--- src/rtl/des_kernel_driver.sv ---
// -----------------------------------------------------------------------------
// des_kernel_driver
//
// Initiator for the HLS ap_ctrl_hs / ap_ctrl_chain block-level handshake.
// It takes one block per request, starts the kernel, captures ap_return on
// ap_done and hands the result back over a valid/ready response channel. It
// also keeps profiling state: a per-transaction latency counter, saturating
// good/timeout transaction counters, and a start-to-done timeout.
//
// Ports
//   ap_clk, ap_rst_n            clock, asynchronous active-low reset
//   req_valid/req_ready/req_data   request channel (one DATA_W block)
//   k_ap_start/k_ap_ready/k_ap_done/k_ap_idle/k_ap_continue
//                               kernel block-level control
//   k_arg                       registered kernel argument
//   k_ap_return                 kernel result
//   rsp_valid/rsp_ready/rsp_data/rsp_timeout
//                               response channel; rsp_data is 0 on timeout
//   busy                        driver is not idle
//   txn_count, timeout_count    saturating completion counters
//   last_latency                start-to-done cycles of the last good response
// -----------------------------------------------------------------------------
module des_kernel_driver #(
  parameter int DATA_W      = 64,
  parameter int RET_W       = 64,
  parameter int CNT_W       = 32,
  parameter int TIMEOUT_CYC = 1024
) (
  input  logic              ap_clk,
  input  logic              ap_rst_n,
  input  logic              req_valid,
  output logic              req_ready,
  input  logic [DATA_W-1:0] req_data,
  output logic              k_ap_start,
  input  logic              k_ap_ready,
  input  logic              k_ap_done,
  input  logic              k_ap_idle,
  output logic              k_ap_continue,
  output logic [DATA_W-1:0] k_arg,
  input  logic [RET_W-1:0]  k_ap_return,
  output logic              rsp_valid,
  input  logic              rsp_ready,
  output logic [RET_W-1:0]  rsp_data,
  output logic              rsp_timeout,
  output logic              busy,
  output logic [CNT_W-1:0]  txn_count,
  output logic [CNT_W-1:0]  timeout_count,
  output logic [CNT_W-1:0]  last_latency
);

  localparam logic [2:0] S_IDLE      = 3'd0;
  localparam logic [2:0] S_START     = 3'd1;
  localparam logic [2:0] S_WAIT_DONE = 3'd2;
  localparam logic [2:0] S_RESP      = 3'd3;
  localparam logic [2:0] S_FLUSH     = 3'd4;

  localparam bit              TO_EN    = (TIMEOUT_CYC > 0);
  localparam logic [CNT_W-1:0] TO_LIMIT = TO_EN ? CNT_W'(TIMEOUT_CYC - 1) : '0;

  logic [2:0]       state;
  logic [2:0]       state_nxt;
  logic [CNT_W-1:0] lat_cnt;
  logic             in_run;
  logic             done_hit;
  logic             timeout_hit;
  logic             req_fire;
  logic             rsp_fire;

  // Control outputs decode straight from the state register, so an async
  // reset forces them low without waiting for a clock edge.
  assign req_ready     = ap_rst_n && (state == S_IDLE);
  assign k_ap_start    = (state == S_START);
  assign k_ap_continue = (state == S_START) || (state == S_WAIT_DONE) ||
                         (state == S_FLUSH);
  assign rsp_valid     = (state == S_RESP);
  assign busy          = (state != S_IDLE);

  assign req_fire = req_valid && req_ready;
  assign rsp_fire = rsp_valid && rsp_ready;
  assign in_run   = (state == S_START) || (state == S_WAIT_DONE);

  // A completion only counts once the kernel has also taken its inputs;
  // in START that means ready and done in the same cycle.
  always_comb begin
    // NOTE: every variable written here gets a default first, otherwise the
    // paths that do not assign it would infer a latch.
    done_hit = 1'b0;
    case (state)
      S_START:     done_hit = k_ap_ready && k_ap_done;
      S_WAIT_DONE: done_hit = k_ap_done;
      default:     done_hit = 1'b0;
    endcase
  end

  // A done arriving in the limit cycle wins over the timeout.
  assign timeout_hit = TO_EN && in_run && (lat_cnt == TO_LIMIT) && !done_hit;

  always_comb begin
    state_nxt = state;
    case (state)
      S_IDLE:      if (req_fire) state_nxt = S_START;
      S_START: begin
        if (done_hit || timeout_hit) state_nxt = S_RESP;
        else if (k_ap_ready)         state_nxt = S_WAIT_DONE;
      end
      S_WAIT_DONE: if (done_hit || timeout_hit) state_nxt = S_RESP;
      // A timed-out kernel is still running; drain it before the next start.
      S_RESP:      if (rsp_ready) state_nxt = rsp_timeout ? S_FLUSH : S_IDLE;
      S_FLUSH:     if (k_ap_idle) state_nxt = S_IDLE;
      default:     state_nxt = S_IDLE;
    endcase
  end

  // NOTE: sequential state uses non-blocking assignments so every register
  // samples pre-edge values, independent of statement order.
  always_ff @(posedge ap_clk or negedge ap_rst_n) begin
    if (!ap_rst_n) begin
      state         <= S_IDLE;
      lat_cnt       <= '0;
      k_arg         <= '0;
      rsp_data      <= '0;
      rsp_timeout   <= 1'b0;
      txn_count     <= '0;
      timeout_count <= '0;
      last_latency  <= '0;
    end else begin
      state <= state_nxt;

      if (req_fire) begin
        k_arg   <= req_data;
        lat_cnt <= '0;
      end else if (in_run && (lat_cnt != '1)) begin
        // Still counting in the done cycle, so RESP holds start-to-done
        // inclusive (a one-cycle kernel reads 1).
        lat_cnt <= lat_cnt + 1'b1;
      end

      if (done_hit) begin
        rsp_data    <= k_ap_return;
        rsp_timeout <= 1'b0;
      end else if (timeout_hit) begin
        rsp_data    <= '0;
        rsp_timeout <= 1'b1;
      end

      if (rsp_fire) begin
        rsp_timeout <= 1'b0;
        if (rsp_timeout) begin
          if (timeout_count != '1) timeout_count <= timeout_count + 1'b1;
        end else begin
          if (txn_count != '1) txn_count <= txn_count + 1'b1;
          last_latency <= lat_cnt;
        end
      end
    end
  end

endmodule

--- config.mk ---
export PLATFORM = sky130hd
export DESIGN_NAME = des_kernel_driver
export DESIGN_NICKNAME = d
export VERILOG_FILES = /design/src/rtl/des_kernel_driver.sv
export SDC_FILE = /design/constraint.sdc
export NUM_CORES = 1
export LEC_CHECK = 0
export ABC_AREA = 1
export ABC_CLOCK_PERIOD_IN_PS = 2000
export BUFFER_PORTS_ARGS = -buffer_cell sky130_fd_sc_hd__buf_2
export CORE_ASPECT_RATIO = 1.4
export CORE_MARGIN = 4
export CORE_UTILIZATION = 53
export DETAILED_ROUTE_END_ITERATION = 7
export PLACE_DENSITY_LB_ADDON = 0.12
export SLEW_MARGIN = 20
export SYNTH_ARGS = -nofsm -noshare
export SYNTH_HDL_FRONTEND = slang
export SYNTH_SLANG_ARGS = --single-unit
--- constraint.sdc ---
create_clock -name ap_clk -period 2 [get_ports ap_clk]
set_input_delay 0.2 -clock ap_clk [delete_from_list [all_inputs] [get_ports ap_clk]]
set_output_delay 0.2 -clock ap_clk [all_outputs]
set_load 0.01 [all_outputs]
==> flow_summary_export.csv <==
group,metric,value,unit
drt,drt_iter0_drc,847,
critical_path,cp.required,2.41,ns
sta,max_freq,515,MHz
floorplanning,start_util,54.3,%
logic_synthesis,synth_top_cell_by_area,"dfrtp_1",
final_layout,layout_commonest_cell,"nand2_1",
final_layout,final_nets,2231,
cts,cts_max_level,1,
logic_synthesis,synth_edf_count,0,
grt,grt_remaining_overflow,0,
drt,vias,12900,
logic_synthesis,synthDistinctLibCells,37,
sta,finalSetupViolCount,0,
power,p_leak,8.93,nW
final_layout,register_area,6510,um2
logic_synthesis,synth_cells,1583,
power,power.density,1240,nW/um2
critical_path,worstSetupStartpointType,"flop",
final_layout,post-route-util,73.7,%
power,swShare,38.0,%
min_path,min_from,"rsp_ready",
sta,holdWs,0.0223,ns
logic_synthesis,synthArstFlopShare,100,%
critical_path,cp.arrival,2.35,ns
critical_path,rr_worst_depth,11,
floorplanning,io_pins,365,
cts,cts_sinks,260,
drt,drtPass1Iterations,6,
drt,ant_nets,0,
floorplanning,fp.dieH,191,um
power,p_int,13.2,mW
critical_path,reg2reg_to,"txn_count[3]$_DFFE_PN0P_",
sta,worst_pin_slew,0.929,ns
drt,wl,42700,um
power,irDropWorstVdd,857,uV
grt,grt_max_degree,166,
floorplanning,die_w,139,um
logic_synthesis,synth_area_leaders,"dfrtp_1 51%, nand2_1 19%, nor2_1 4.6%",
floorplanning,coreArea,23400,um2
drt,drc,0,
logic_synthesis,yosysTopAreaCellShare,51.3,%
drt,via_per_inst,5.32,
logic_synthesis,synth_area,12700,um2
logic_synthesis,postSynthRegisterBits,260,
critical_path,cp_max_fo,33,
critical_path,r2r-start,"txn_count[1]$_DFFE_PN0P_",
sta,finalHoldViolCount,0,
grt,grt_use_total,31.3,%
logic_synthesis,syn_avg_cell_area,8.01,um2
placed_design,dp_hpwl,28300,um
sta,slew-limit-headroom,38.0,%
cts,numCtsBuffers,27,
logic_synthesis,synth_ff_type,"dfrtp_1",
critical_path,endpoint_kind,"flop",
logic_synthesis,yosys_warnings,0,
final_layout,final_cell_mix,"630 x nand2_1, 363 x buf_2, 257 x dfrtp_1",
final_layout,nFillCells,1697,
min_path,hold_path_class,"input port to flop",
outcome,status,"complete, no violations",
power,pwr-share-clk,25.3,%
cts,cts.clk_slew.worst_paths,0.06,ns
final_layout,layout-drive-gt1-share,25.1,%
critical_path,rrSetupSlack,0.06,ns
placed_design,place.gp.congestion,0.932,
final_layout,multi_input_area,5400,um2
grt,grt_pass1_vias,13000,
sta,finalCriticalPeriod,1.94,ns
critical_path,path_class,"flop to flop",
sta,drv_slew,0,
power,p_seq_share,38.5,%
power,p_total,21.3,mW
min_path,whs_path_depth,4,
logic_synthesis,seq_area_frac_synth,51.3,%
min_path,min_to,"rsp_timeout$_DFFE_PN0P_",
placed_design,io_buffers,364,
final_layout,area_growth,35.9,%
floorplanning,fp-row-count,66,
grt,antenna_found_initial,4,
run,drv_cap,0,
drt,wire_per_inst,17.6,um
cts,cts_buffer_depth,3,
logic_synthesis,synthesis.nets,1721,
sta,skew,0.0108,ns
sta,min_period_over_period,97.2,%
cts,cts_tree,"built",
floorplanning,dieArea,26500,um2
cts,clockRootBuffer,"clkbuf_16",
grt,grt_pass1_wl,67800,um
power,comb_power_share,36.2,%
power,switching_power,8.12,mW
cts,clkLatencyLatePin,0.53,ns
## how the worst max path moves through the flow
stage / startpoint / end / cells past startpoint / slack [ns]
4_1_cts: state[1]$_DFFE_PN0P_ / k_ap_continue / 6 / 0.03
3_5_place_dp: lat_cnt[14]$_DFFE_PN0P_ / lat_cnt[17]$_DFFE_PN0P_ / 11 / 0.10
6_report: txn_count[1]$_DFFE_PN0P_ / txn_count[3]$_DFFE_PN0P_ / 11 / 0.06
5_1_grt: txn_count[0]$_DFFE_PN0P_ / txn_count[3]$_DFFE_PN0P_ / 11 / -0.06
3_3_place_gp: timeout_count[1]$_DFFE_PN0P_ / timeout_count[4]$_DFFE_PN0P_ / 10 / 0.15
2_1_floorplan: lat_cnt[0]$_DFFE_PN0P_ / lat_cnt[18]$_DFFE_PN0P_ / 11 / 0.26
## timing repair
item | CTS | global route
hold buffers | 130 | 0
setup endpoints to repair | 0 | 101
buffers inserted | 0 | 7
resized for setup | 0 | 13
endpoints found under the hold margin | 345 | 0
## critical path, cell delays in order, from the launching register on
cell and delay (ns):
dfrtp_1 0.42, ha_1 0.24, nand3_2 0.10, inv_2 0.09
nand2_2 0.06, nor2_2 0.16, nand4_1 0.20, nand2_4 0.14
buf_12 0.19, nor2_1 0.07, nand2_1 0.08, nand2_1 0.06
## Yosys cell counts (3+ instances only)
| cell type | count |
|---|---|
| nand2_1 | 631 |
| dfrtp_1 | 260 |
| nor2_1 | 156 |
| nand3_1 | 101 |
| inv_1 | 96 |
| xor2_1 | 50 |
| nor3_1 | 45 |
| nand4_1 | 32 |
| a21oi_1 | 30 |
| o21ai_2 | 23 |
| buf_2 | 22 |
| o21ai_1 | 20 |
| buf_6 | 17 |
| o21ai_0 | 17 |
| buf_4 | 9 |
| clkbuf_1 | 9 |
| inv_2 | 8 |
| nor2_2 | 8 |
| nand3b_1 | 7 |
| xnor2_1 | 7 |
| nand2_4 | 6 |
| nand2_2 | 4 |
| ha_1 | 3 |
| mux2_2 | 3 |
| nand3_2 | 3 |
| o31ai_1 | 3 |
## through the flow
| step | instance area, um2 | std cells | TNS [ns] | worst slack [ns] |
|---|---|---|---|---|
| floorplan | 12700 | 1583 | 0 | 0.258 |
| global placement | 14900 | 2233 | 0 | 0.146 |
| detailed placement | 14900 | 2233 | 0 | 0.102 |
| CTS | 17100 | 2410 | 0 | 0.0270 |
| global route | 17200 | 2420 | -0.0601 | -0.0601 |
| finish | 17200 | 2420 | 0 | 0.0568 |
## power groups by stage
stage	registers [mW]	logic, mW	clock network (mW)
after floorplan	8.87	3.34	0
after global placement	8.11	7.08	0
after detailed placement	8.14	7.25	0
after CTS	8.12	7.47	5.45
after global routing	8.41	8.39	5.66
final	8.22	7.73	5.39
## per-layer routing
metal	vias up	GRT usage (%)	share of wire, %
met2	611	55.5	50
met4	0	17.1	6.5
met3	178	5.66	7.0
li1	6002	-	-
met1	6091	35.8	36
met5	-	0	0
## kinds of logic (layout without fill, tap and decap cells)
kind of cell	after synthesis	count (layout)	share of synthesized area [%]
adder cells (fa/ha/maj)	3	3	0.296
AO/OA/AOI/OAI	94	94	4.48
AND/OR/NAND/NOR	1000	1000	33.2
buffers and inverters	165	693	6.41
XOR/XNOR	58	58	4.07
other	0	3	0
multiplexers	3	3	0.266
flip-flops	260	260	51.3
## cell type report
cell class	instances	area share [%]
diodes	3	0.0436
clock buffers	37	4.43
clock inverters	10	1.03
inverters	106	2.35
multi-input cells	1158	31.3
flip-flops and latches	260	37.8
well taps	306	2.22
repair buffers	540	20.8
## sequential cells by signal, indices dropped and copies added (netlist names)
signal and flops:
txn_count 32, timeout_count 32, last_latency 32, lat_cnt 32
state 3, rsp_timeout 1, k_arg 64, rsp_data 64
Note: power is estimated with default switching activity, not from simulation.
